===== src/rtl/conv_result_collector.sv =====
// ----------------------------------------------------------------------------
// conv_result_collector
//
// Write-side companion of the display sequencer. Takes the convolution
// engine's result stream one byte per valid/ready handshake and fills eight
// parallel holding registers in arrival order. When the eighth byte lands it
// pulses start_d for one cycle, then freezes the registers until cleared.
//
// Ports
//   clk                 system clock, rising edge
//   reset               asynchronous, active-low; clears all state
//   clear               synchronous re-arm for a new 8-result frame
//   in_valid, in_data   result byte from the convolution engine
//   in_ready            collector can accept in_data this cycle
//   num_A .. num_H      holding registers, slot 0..7 in arrival order
//   start_d             one-cycle pulse: frame complete, start display
//   full                all 8 slots written, frame held
//   count               slots written in the current frame, 0..8
//   overflow            sticky: in_valid seen while in_ready = 0
// ----------------------------------------------------------------------------
module conv_result_collector #(
    parameter int DATA_W = 8
) (
    input  logic              clk,
    input  logic              reset,
    input  logic              clear,
    input  logic              in_valid,
    input  logic [DATA_W-1:0] in_data,
    output logic              in_ready,
    output logic [DATA_W-1:0] num_A,
    output logic [DATA_W-1:0] num_B,
    output logic [DATA_W-1:0] num_C,
    output logic [DATA_W-1:0] num_D,
    output logic [DATA_W-1:0] num_E,
    output logic [DATA_W-1:0] num_F,
    output logic [DATA_W-1:0] num_G,
    output logic [DATA_W-1:0] num_H,
    output logic              start_d,
    output logic              full,
    output logic [3:0]        count,
    output logic              overflow
);

    typedef enum logic [1:0] {
        S_FILL  = 2'd0,
        S_START = 2'd1,
        S_HOLD  = 2'd2
    } state_t;

    state_t            state;
    logic [DATA_W-1:0] slot [8];

    always_ff @(posedge clk or negedge reset) begin
        if (!reset) begin
            state    <= S_FILL;
            count    <= '0;
            overflow <= 1'b0;
            slot     <= '{default: '0};
        end else if (clear) begin
            // Holding registers are left alone so the display is not blanked;
            // a sample arriving with clear is neither accepted nor flagged.
            state    <= S_FILL;
            count    <= '0;
            overflow <= 1'b0;
        end else begin
            case (state)
                S_FILL: begin
                    if (in_valid) begin
                        slot[count[2:0]] <= in_data;
                        count            <= count + 4'd1;
                        if (count == 4'd7) begin
                            state <= S_START;
                        end
                    end
                end
                S_START: begin
                    if (in_valid) begin
                        overflow <= 1'b1;
                    end
                    state <= S_HOLD;
                end
                S_HOLD: begin
                    if (in_valid) begin
                        overflow <= 1'b1;
                    end
                end
                default: begin
                    state <= S_FILL;
                    count <= '0;
                end
            endcase
        end
    end

    // Handshake and status outputs depend on the state register alone.
    assign in_ready = (state == S_FILL);
    assign start_d  = (state == S_START);
    assign full     = (state == S_START) || (state == S_HOLD);

    assign num_A = slot[0];
    assign num_B = slot[1];
    assign num_C = slot[2];
    assign num_D = slot[3];
    assign num_E = slot[4];
    assign num_F = slot[5];
    assign num_G = slot[6];
    assign num_H = slot[7];

endmodule


===== config.mk =====
export PLATFORM = sky130hd
export DESIGN_NAME = conv_result_collector
export DESIGN_NICKNAME = d
export VERILOG_FILES = /design/src/rtl/conv_result_collector.sv
export SDC_FILE = /design/constraint.sdc
export NUM_CORES = 1
export LEC_CHECK = 0
export ABC_AREA = 0
export BUFFER_PORTS_ARGS = -buffer_cell sky130_fd_sc_hd__buf_2
export CORE_MARGIN = 8
export CORE_UTILIZATION = 45
export CTS_BUF_LIST = sky130_fd_sc_hd__clkbuf_4 sky130_fd_sc_hd__clkbuf_8 sky130_fd_sc_hd__clkbuf_16
export DETAILED_ROUTE_END_ITERATION = 12
export PLACE_DENSITY_LB_ADDON = 0.12
export SYNTH_ARGS = -nofsm -noshare
export SYNTH_HDL_FRONTEND = slang
export SYNTH_SLANG_ARGS = --single-unit

===== constraint.sdc =====
create_clock -name clk -period 5.3 [get_ports clk]
set_input_delay 1.06 -clock clk [delete_from_list [all_inputs] [get_ports clk]]
set_output_delay 1.06 -clock clk [all_outputs]
set_load 0.1 [all_outputs]

After elaboration in Yosys (flattened, before gate mapping):

Index checks and enable logic that the tools add are counted.

* bits in registers: 71
* bits of input ports: 12
* output and inout port bits: 72
* logic and storage cells: 46

* add/subtract/negate cells: 1
* $lt $le $gt $ge: 2
* equal/unequal tests: 7
* muxes and demuxes: 13
* bitwise gates (word level): 2
* reduce and logical (&&, ||, !) cells: 10

Operators with widths (number)
* $bwmux W64: 1
* $demux W8 S3: 1
* $mux W4: 2
* $mux W8: 1
* $pmux W4 S2: 1
* $mux W2: 3
* $pmux W2 S3: 1
* $reduce_and A3 Y1: 2
* $add A4 B1 Y4 const B: 1
* $eq A4 B3 Y1 const B: 1
* $ge A4 B4 Y1 const B: 1
* $lt A4 B1 Y1 const B: 1
* $not A3 Y4: 1
* $reduce_and A2 Y1: 2
* $reduce_bool A2 Y1: 2
* $mux W1: 3
* $ne A3 B2 Y1 const B: 1
* $ne A3 B3 Y1 const B: 1
* $eq A2 B1 Y1 const B: 1
* $eq A2 B2 Y1 const B: 1
* $logic_not A2 Y1: 1
* $ne A2 B1 Y1 const B: 1
* $ne A2 B2 Y1 const B: 1
* $reduce_or A2 Y1: 1
* other kinds (3): 3

Longest topological paths before layout:

* depth in word-level cells: 6
* mapped depth: 6
* depth with buffers taken out: 5

Worst setup path before layout:

Ideal clock, no wire load.

* path kind: flip-flop to flip-flop
* start: reg state[1]
* end: reg slot, in the netlist num_G[0]
* arrival time: 2.487 ns
* required time: 5.175 ns
* slack: 2.688 ns
* stages on the path, launching flop included: 7
* path buffers: 1
* period minus slack after synthesis: 2.612 ns
* cell sequence: dfrtp_1 -> inv_1 -> ha_1 -> and4bb_1 -> and3_1 -> buf_4 -> mux2_2

* longest elaborated chain between the ends: 2

Ends and longest elaborated chain
* start: declaration: RTL line 50 `state_t state;`
* start signal: assignment: RTL line 55 `state <= S_FILL;`
* start signal: assignment: RTL line 62 `state <= S_FILL;`
* start signal: assignment: RTL line 72 `state <= S_START;`
* $logic_not A2 Y1
* net in_ready: RTL line 29 `output logic in_ready,`
* $reduce_and A3 Y1 (no source line)
* end signal: indexed assignment: RTL line 69 `slot[count[2:0]] <= in_data;`
* end: declaration: RTL line 51 `logic [DATA_W-1:0] slot [8];`

The timed path passes the listed nets, and every way through them passes these cells.
A chain may end at the register's enable or synchronous reset.

Worst setup path after layout:

* start: reg state[1]
* end: out in_ready

* longest elaborated chain between the ends: 1

Ends and longest elaborated chain
* $logic_not A2 Y1: RTL line 96 `assign in_ready = (state == S_FILL);`
* end: declaration: RTL line 29

Every way passes these cells.

==> key figures <==
Run status
  • Status: completed

Synth
  • Post-Syn Area: just under 3000 sq um
  • Largest family of logic cells by synthesized area: multiplexers
  • Post-synthesis xor/xnor area fraction: 0%
  • Most frequent cell after synthesis: dfrtp_1
  • Top FF cell, synth: dfrtp_1
  • Avg Inst Size Synth: approximately 15 sq um
  • Cell count after synthesis: between 150 and 200
  • Synth Area in Simple Gates: 7.78%
  • Post-synth top cells: dfrtp_1 (71), mux2_2 (64), ha_1 (5)
  • Adder-cell share of the synthesized area: between 2 and 2.5%
  • Area leader, netlist: dfrtp_1
  • Netlist cell types: 29
  • Register area share after synthesis: between 60% and 70%
  • Synth top area share: between 60% and 70%
  • Yosys reg bits: between 70 and 80
  • Async SR Flop Fraction: 100%
  • Syn Nets: 207
  • Post-synthesis mux area share: 24.8%
  • Synth Warn #: 0
  • Synth top area cells: dfrtp_1 (61%), mux2_2 (25%), ha_1 (2.1%), nor3b_4 (1.3%), nand2b_1 (0.86%)
  • Post-synthesis compound-gate area fraction: just under 3%
  • EDFF count, synth: 0

Floorplan
  • Chip Width: 96.4 um
  • Core ar.: approximately 6300 sq um
  • DIE AREA: around 9300 sq um
  • Row cnt: 29
  • Initial Util: a little under half
  • Io pins: 84
  • Die Y: slightly below 100 um

Cells and area
  • ANT cells: 0
  • Share of cells above drive strength 1: between 60% and 70%
  • Area grow syn2layout: 23.6%
  • Nets: 296
  • Finished Layout Cells: ~360
  • Layout fillers: 560

Global routing
  • First-pass GRT wire length: 10400 um
  • Largest net degree at the start of global routing: 72
  • Vias in the first global route: ~1.9k
  • Met2 Track Usage GR: about a quarter
  • Total gr overflow: 0
  • Initial antenna violation count: 0
  • Total track usage: 15.1%
  • Top Usage Layer GRT: met2
  • GR Util met3: under 10%
  • Met1 Track Usage GR: roughly 19%

STA
  • Total negative setup slack: 0 ns
  • Minimum clock period: 2.85 ns
  • Max-slew headroom: between 40 and 50%
  • Final WS setup: about 2.5 ns
  • Final Hold Viols: 0
  • Final clock period utilization by the worst path: between 50% and 60%
  • Max Transition Viols Final: 0
  • RSZ-0062 raised after global routing: no
  • Final clock skew: between 0.01 and 0.015 ns
  • Fmax: 351 MHz
  • Worst-margin pin slew: 0.890 ns
  • # setup viols final: 0

CTS
  • TritonCTS Buffers: 9
  • Clock root buffer: clkbuf_8
  • Clk_lat worst skew: roughly 0.35 ns
  • # resized after CTS: 0
  • Post-CTS setup repair buffer count: 0
  • CTS Sinks: between 70 and 80
  • Level count of the clock H-tree: 3
  • Hold_buf cts: 0
  • Max Root-Sink Buffers: 2
  • Worst-path clk slew: around 0.080 ns
  • TritonCTS clock tree: yes

Drt
  • Routed Antenna Nets: 0
  • WL final: 6580 um
  • Routed WL per cell: between 15 and 20 um
  • Drt first pass iters: 4
  • Initial detailed-routing violation count: 26
  • DR vias/cell: 5.21
  • DR DRC count: 0
  • Via Count: approximately 1.9k

Placement
  • Gpl congestion: ~0.7
  • Inst Count DP: ~350
  • Post-DP HPWL: roughly 4700 um
  • I/O Buffers: 83
  • Setup slack at placement: 2.74 ns

Worst hold path
  • Hold Crit Class: register to register
  • Min-delay src: overflow$_DFFE_PN0P_

Power
  • Pwr per Cell Area: about 630 nW/um^2
  • Leakage power: approximately 1.9 nW
  • Peak supply drop: about 0.47 mV

Critical path
  • Worst Path Required: between 4 and 5 ns
  • Critical path arrival: approximately 1.8 ns
  • Critical path peak fanout: 10
  • Nature of the critical path startpoint: register
  • Critical setup path kind: register to output pin
  • CP startpoint: state[1]$_DFFE_PN0P_
  • Critical Path Sink Type: output pin
  • RR Startpoint: state[1]$_DFFE_PN0P_

Job
  • Max Cap Viol: 0
[final cells by class]
| class | count | area, sq um | share of cell area, % |
|---|---|---|---|
| multi-input combinational | 111 | 1100 | 30.4 |
| sequential | 71 | 1780 | 49.4 |
| tap | 77 | 96.3 | 2.68 |
| timing repair buffer | 83 | 418 | 11.6 |
| clock inverter | 6 | 70.1 | 1.95 |
| inverter | 3 | 11.3 | 0.313 |
| clock buffer | 10 | 131 | 3.65 |
[critical path: stages, from the launching register on]
cell     delay, ns
dfrtp_1       0.38
inv_1         0.14
ha_1          0.41
buf_2         0.50
[cells in the final DEF, fill, tap and decap left out, types with 2 or more instances in the layout]
master / netlist / final
o21ai_0: 4 / 4
dfrtp_1: 71 / 71
and3b_1: 2 / 2
inv_1: 3 / 3
nand2_1: 2 / 2
a21oi_1: 4 / 4
nand3b_2: 2 / 2
nor2b_1: 2 / 2
nor2_1: 4 / 4
mux2_2: 64 / 64
clkbuf_8: 0 / 9
nand2b_1: 4 / 4
buf_2: 4 / 82
ha_1: 5 / 5
a211oi_1: 3 / 3
nor3b_4: 2 / 2
clkinvlp_4: 0 / 3
[registers in the layout (all words and copies together) (netlist names)]
signal and cells:
count 4, num_A 8, num_B 8, num_C 8
num_D 8, num_E 8, num_F 8, num_G 8
num_H 8, overflow 1, state 2
[through the flow]
step	total power [mW]	utilization [%]	area, sq um	hold slack [ns]
after floorplan	1.67	-	2910	0.575
after global routing	2.36	57.0	3600	0.520
after global placement	1.85	53.8	3400	0.482
after detailed placement	1.86	53.8	3400	0.487
final	2.27	57.0	3600	0.497
after CTS	2.29	57.0	3600	0.504
[per-layer routing]
| metal | part of all wire [%] | up-vias |
|---|---|---|
| met5 | 0 | - |
| met4 | 1.7 | 0 |
| met3 | 7.2 | 9 |
| met2 | 48 | 54 |
| met1 | 43 | 961 |
| li1 | - | 858 |
[kinds of logic (layout without fill, tap and decap cells)]
kind of cell | count (synthesis) | after routing
and+or+nand+nor | 28 | 28
muxes | 64 | 64
AOI/OAI and AO/OA | 14 | 14
adders and majority gates | 5 | 5
buffers and inverters | 8 | 102
DFF | 71 | 71
[where the power goes]
group / internal, mW / switching (mW) / leakage, nW
clock network: 0.225 / 0.212 / 0.0925
logic: 0.180 / 0.960 / 0.888
registers: 0.644 / 0.0535 / 0.954
[worst paths after layout]
kind	depth (start not counted)	end	slack [ns]
min in group asynchronous	1	state[0]$_DFFE_PN0P_	0.84
max in group asynchronous	1	num_F[2]$_DFFE_PN0P_	3.89
setup reg to reg	5	num_G[3]$_DFFE_PN0P_	3.09
hold / removal	2	overflow$_DFFE_PN0P_	0.50
hold reg to reg	2	overflow$_DFFE_PN0P_	0.50
setup / recovery	3	in_ready	2.45
No activity file was read; power rests on OpenSTA's default activity.
